## src/rtl/fifo_uart_tx.sv

```systemverilog
`default_nettype none
// =====================================================================
// Module : fifo_uart_tx
// Pops bytes from a synchronous fifo and sends each as an 8N1 UART frame.
// Rev    : 1.0  initial release
// =====================================================================
module fifo_uart_tx #(
  parameter int DATA_BITS    = 8,
  parameter int CLKS_PER_BIT = 4
) (
  input  logic                 clk_i,
  input  logic                 reset_i,
  input  logic                 enable_i,
  input  logic [DATA_BITS-1:0] fifo_dout_i,
  input  logic                 fifo_empty_i,
  output logic                 fifo_rd_en_o,
  output logic                 tx_o,
  output logic                 busy_o,
  output logic                 frame_done_o
);

  localparam int c_BAUD_W = (CLKS_PER_BIT > 1) ? $clog2(CLKS_PER_BIT) : 1;
  localparam int c_IDX_W  = (DATA_BITS > 1) ? $clog2(DATA_BITS) : 1;
  localparam logic [c_BAUD_W-1:0] c_BAUD_LAST = c_BAUD_W'(CLKS_PER_BIT - 1);
  localparam logic [c_IDX_W-1:0]  c_IDX_LAST  = c_IDX_W'(DATA_BITS - 1);

  localparam logic [2:0] c_S_IDLE  = 3'd0;
  localparam logic [2:0] c_S_READ  = 3'd1;
  localparam logic [2:0] c_S_LOAD  = 3'd2;
  localparam logic [2:0] c_S_START = 3'd3;
  localparam logic [2:0] c_S_DATA  = 3'd4;
  localparam logic [2:0] c_S_STOP  = 3'd5;

  logic [2:0]           r_state;
  logic [2:0]           w_state_next;
  logic [c_BAUD_W-1:0]  r_baud;
  logic [c_IDX_W-1:0]   r_bit_idx;
  logic [DATA_BITS-1:0] r_shift;
  logic                 w_baud_last;
  logic                 w_bit_phase;

  assign w_baud_last = (r_baud == c_BAUD_LAST);
  assign w_bit_phase = (r_state == c_S_START) || (r_state == c_S_DATA) ||
                       (r_state == c_S_STOP);

  always_ff @(posedge clk_i or posedge reset_i) begin
    if (reset_i) begin
      r_state <= c_S_IDLE;
    end else begin
      r_state <= w_state_next;
    end
  end

  always_comb begin
    w_state_next = r_state;
    case (r_state)
      c_S_IDLE:  if (enable_i && !fifo_empty_i) w_state_next = c_S_READ;
      c_S_READ:  w_state_next = c_S_LOAD;
      c_S_LOAD:  w_state_next = c_S_START;
      c_S_START: if (w_baud_last) w_state_next = c_S_DATA;
      c_S_DATA:  if (w_baud_last && (r_bit_idx == c_IDX_LAST)) w_state_next = c_S_STOP;
      c_S_STOP:  if (w_baud_last) w_state_next = c_S_IDLE;
      default:   w_state_next = c_S_IDLE;
    endcase
  end

  // Baud counter restarts on every state change and on every bit boundary.
  always_ff @(posedge clk_i or posedge reset_i) begin
    if (reset_i) begin
      r_baud    <= '0;
      r_bit_idx <= '0;
      r_shift   <= '0;
    end else begin
      if ((w_state_next != r_state) || w_baud_last) begin
        r_baud <= '0;
      end else if (w_bit_phase) begin
        r_baud <= r_baud + 1'b1;
      end

      if (r_state == c_S_LOAD) begin
        r_shift <= fifo_dout_i;
      end else if ((r_state == c_S_DATA) && w_baud_last) begin
        r_shift <= r_shift >> 1;
      end

      if (r_state == c_S_START) begin
        r_bit_idx <= '0;
      end else if ((r_state == c_S_DATA) && w_baud_last) begin
        r_bit_idx <= (r_bit_idx == c_IDX_LAST) ? '0 : r_bit_idx + 1'b1;
      end
    end
  end

  always_comb begin
    tx_o         = 1'b1;
    fifo_rd_en_o = 1'b0;
    frame_done_o = 1'b0;
    busy_o       = (r_state != c_S_IDLE);
    case (r_state)
      c_S_READ:  fifo_rd_en_o = 1'b1;
      c_S_START: tx_o = 1'b0;
      c_S_DATA:  tx_o = r_shift[0];
      c_S_STOP:  frame_done_o = w_baud_last;
      default:   tx_o = 1'b1;
    endcase
  end

endmodule
`default_nettype wire

```

## config.mk

```make
export PLATFORM = sky130hd
export DESIGN_NAME = fifo_uart_tx
export DESIGN_NICKNAME = d
export VERILOG_FILES = /design/src/rtl/fifo_uart_tx.sv
export SDC_FILE = /design/constraint.sdc
export NUM_CORES = 1
export LEC_CHECK = 0
export CORE_ASPECT_RATIO = 2
export CORE_UTILIZATION = 30
export CTS_CLUSTER_SIZE = 8
export DETAILED_ROUTE_END_ITERATION = 8
export PLACE_DENSITY_LB_ADDON = 0.05
export SYNTH_ARGS = -nofsm -noshare
export SYNTH_HDL_FRONTEND = slang
export SYNTH_SLANG_ARGS = --single-unit
export TNS_END_PERCENT = 20
```

## constraint.sdc

```tcl
create_clock -name clk_i -period 1.9 [get_ports clk_i]
set_clock_uncertainty 0.05 [all_clocks]
set_input_delay 0.285 -clock clk_i [delete_from_list [all_inputs] [get_ports clk_i]]
set_output_delay 0.285 -clock clk_i [all_outputs]
set_load 0.05 [all_outputs]
```

After elaboration in Yosys (flattened, before gate mapping)
Index checks and enable logic that the tools add are counted.
Storage, ports and cells
  output and inout bits: 4
  flip-flop bits (word level): 16
  input bits: 12
  word-level logic and storage cells: 41
Operators by class
  equal/unequal tests: 8
  muxes and demuxes: 15
  add/subtract/negate cells: 2
  reduce and logical (&&, ||, !) cells: 12
Operators with widths (count)
  3-bit two-way mux: 7
  3-bit one-hot mux with 6 select lines: 1
  8-bit two-way mux: 2
  3-bit equality test (second input constant): 3
  3-bit by 2-bit equality test with 1-bit output (second input constant): 2
  2-bit nonzero test: 3
  2-bit two-way mux: 2
  3-bit by 1-bit adder with 3-bit output (second input constant): 1
  3-bit by 1-bit equality test with 1-bit output (second input constant): 1
  1-bit logical AND: 3
  3-bit logical NOT: 1
  1-bit logical OR: 3
  3-bit != test: 1
  3-bit nonzero test: 1
  2-bit by 1-bit adder with 2-bit output (second input constant): 1
  2-bit equality test (second input constant): 1
  1-bit two-way mux: 2
  1-bit one-hot mux with 2 select lines: 1
  1-bit logical NOT: 1

Longest topological paths before layout
Gate-level depths: netlist (run 1).
  depth after elaboration: 7
  depth in mapped cells: 6
  mapped depth without buffers: 5

Worst setup path after synthesis (run 1)
No wires, ideal clock.
  path kind: reg-to-output
  from: register r_state[2]
  to: output tx_o
  buffers on the path: 1
  data required time: 1565 ps
  arrival: 1592 ps
  stages on the path, launching flop included: 4
  path slack: -27 ps
  path through: dfrtp_1 buf_2 and3b_1 a31oi_1
On the way
  cells in the longest elaborated chain, start to end: 2
  elaborated cells between the ends (all ways): 3
  classes of those cells: eq/ne (2); mux (1)
RTL lines
  from (decl): line 34  | logic [2:0] r_state;
  from (signal assigned): line 48  | r_state <= c_S_IDLE;
  from (signal assigned): line 50  | r_state <= w_state_next;
  3-bit equality test / 3-bit by 2-bit equality test with 1-bit output (equally long branches): line 99  | case (r_state)
  1-bit one-hot mux with 2 select lines *: line 99
  to (decl): line 17  | output logic tx_o,
Mark *: on every way between the ends. The rest lies on a longest branch, timed or not.

Worst setup path after layout (run 1)
  from: register r_state[1]
  to: output tx_o
Same word-level chain as after synthesis.

==> results of run 1 <==
[logic make-up after synthesis]
| group | synth area share, % |
|---|---|
| buf+inv | 5.12 |
| compound gates | 21.6 |
| flops | 45.5 |
| fa+ha+maj | 4.27 |
| mux | 2.42 |
| simple gates | 21.1 |
[report_power, final]
| part | internal, W | switching, W | total, W | leakage [nW] |
|---|---|---|---|---|
| logic | 0.000157 | 0.000138 | 0.000296 | 0.297 |
| clock network | 0.000140 | 0.000111 | 0.000251 | 0.0216 |
| registers | 0.000398 | 0.0000541 | 0.000452 | 0.198 |
[worst reg2reg max path, delay by kind of cell, from the launching register on]
| kind | cells | cell delay (ns) |
|---|---|---|
| adders and majority gates | 1 | 0.32 |
| and+or+nand+nor | 2 | 0.65 |
| AOI/OAI and AO/OA | 1 | 0.18 |
| DFF | 1 | 0.41 |
[per-layer routing]
layer / global-route usage, % / vias up
met5: 0 / -
met4: 6.00 / 0
met3: 2.54 / 2
met2: 24.5 / 11
met1: 15.0 / 352
li1: - / 339
[registers in the layout (all words and copies together) (netlist names)]
name       flops
r_shift        8
r_bit_idx      3
r_state        3
r_baud         2
[final cells by class]
cell class	instances	area [um^2]	area share, %
repair buffers	17	193	17.2
inverters	2	7.51	0.670
multi-input cells	60	440	39.3
well taps	29	36.3	3.24
flip-flops and latches	16	402	35.9
clock buffers	3	41.3	3.69
[layout by cell type, fill, tap and decap left out, drive strengths merged, types with 3 or more instances in the layout]
cell type	Yosys	final
o22ai	3	3
buf	5	6
clkdlybuf4s50	0	11
ha	3	3
a22o	8	8
a21oi	4	4
a21o	5	5
clkbuf	1	3
dfrtp	16	16
nor2	7	7
nand2	5	5
nand2b	4	4
[metrics by stage]
stage                     cell area (um^2)  worst slack, ns
after global routing                  1120          0.00409
after floorplan                        886            0.234
after detailed placement              1080            0.212
final                                 1120           0.0961
after CTS                             1120           0.0264
after global placement                1080            0.270
[repair_timing]
item / CTS / global route
gates resized for setup: 0 / 1
buffers inserted: 0 / 0
hold endpoints to repair: 0 / 0
setup endpoints to repair: 0 / 1
[worst max-delay path by stage]
stage,end,slack [ns],depth (start not counted)
floorplan,tx_o,0.23,3
global placement,r_shift[7],0.27,4
detailed placement,r_shift[7],0.21,4
CTS,tx_o,0.03,3
global route,tx_o,0.004,3
finish,tx_o,0.1,3
==> impl_metrics.ini, run 1 <==
[critical_path]
worstPathRequired_ns = 1.56
start_kind = flip-flop
cp_slowest_cell = dfrtp_1
slowest_delay_ns = 0.54
reg2reg_from = r_baud[0]
arrival_ns = 1.47
end_kind = primary output
path_buf_inv = 1
path_class = flip-flop to primary output
rr_worst_depth = 4
cpLargestDelayFamily = flip-flops
crit_chain = and3b_1, a31oi_2, buf_12
crit_start = r_state[1]
cp_max_fo = 18
reg2reg_slack_ns = 0.22
regToRegEndpoint = r_shift[7]

[global_route]
grt_max_degree = 19
grt_usage_pct = 14.0
grt_pass1_vias = 702
grt_pass1_wl_um = 3090
overflow = 0
antenna_found_initial = 0

[routing]
drc = 0
drt-met1-wl_um = 741
drt-vias-per-instance = 5.54
first_pass_iters = 3
wl_um = 1870
topRoutingLayerUsed = met4
num_vias = 704
route.met3.wl_um = 44
wl_per_cell_um = 14.7
met2_length_um = 1060
drtIter0Drc = 21
ant_nets = 0

[layout]
final_cells = 127
finalCoreUtilization_pct = 40.4
area_delta_synth_final_pct = 27.3
final.fill_count = 297
drive_above_1_share_pct = 14.3
antennaDiodeCount = 0
finish.net_count = 115

[power_and_ir_drop]
p_total_w = 0.000999
p_leak_nw = 0.517
pwr_density_cell_nw_per_um2 = 892
vdd_drop_max_mv = 0.403

[yosys]
synth_nets = 99
async_reset_ff_share_pct = 100
synthCells = 84
synth_cell_types = 31
ys_top_cells_by_count = dfrtp_1, a22o_1, nor2_1
ys.flop_type = dfrtp_1
netlist_area_um2 = 880
avgSynthCellArea_um2 = 10.5
yosysWarnings = 0
synth_edf_count = 0
synthTopCellsByArea = dfrtp_1, a22o_1, a21o_1
synth_seq_area_share_pct = 45.5
yosysMostFrequentCell = dfrtp_1
yosysTopAreaCell = dfrtp_1
yosysTopAreaCellShare_pct = 45.5
ys_ff_latch = 16

[clock_tree]
cts_buffers = 3
htree_levels = 1
cts.path.max_buffers = 2
cts-hold-fix-buffers = 0
cts_tree = done
clk_pin_slew_ns = 0.06
clkLatencyLatePin_ns = 0.24
cts_root_buf = clkbuf_8
clock_sinks = 16

[place]
place_congestion = 0.643
numPortBuffers = 15
place_inst = 124
hpwl_um = 1410

[timing]
tightest_slew_ns = 0.452
finalHoldViolations = 0
maxSlewHeadroom_pct = 69.9
final_max_slew_viol_count = 0
setup-violations-final = 0
period_needed_ns = 1.80
rsz0062_at_grt = false
min_period_over_period_pct = 94.9
hold_slack_ns = 0.299
fin_setup_tns_ns = 0
max_clock_freq_mhz = 554

[floorplan]
start_util_pct = 31.8
io_pins = 16
fp.dieH_um = 78.6
dieWidth_um = 40.3
num_rows = 27
fp.coreArea_um2 = 2770
design.die.area_um2 = 3170

[outcome]
status = finished, final reports clean

[job]
drv_cap = 0

[min_path]
hold_class = input pin to asynchronous set/reset pin
Power figures use the tool's default switching activity.
==> run 2, diff against run 1 <==
--- a/config.mk
+++ b/config.mk
@@ -10,6 +10,7 @@
 export CTS_CLUSTER_SIZE = 8
 export DETAILED_ROUTE_END_ITERATION = 8
 export PLACE_DENSITY_LB_ADDON = 0.05
+export SLEW_MARGIN = 10
 export SYNTH_ARGS = -nofsm -noshare
 export SYNTH_HDL_FRONTEND = slang
 export SYNTH_SLANG_ARGS = --single-unit
==> results of run 2 <==
The final DEF is identical to that of run 1; final timing and power are the same.
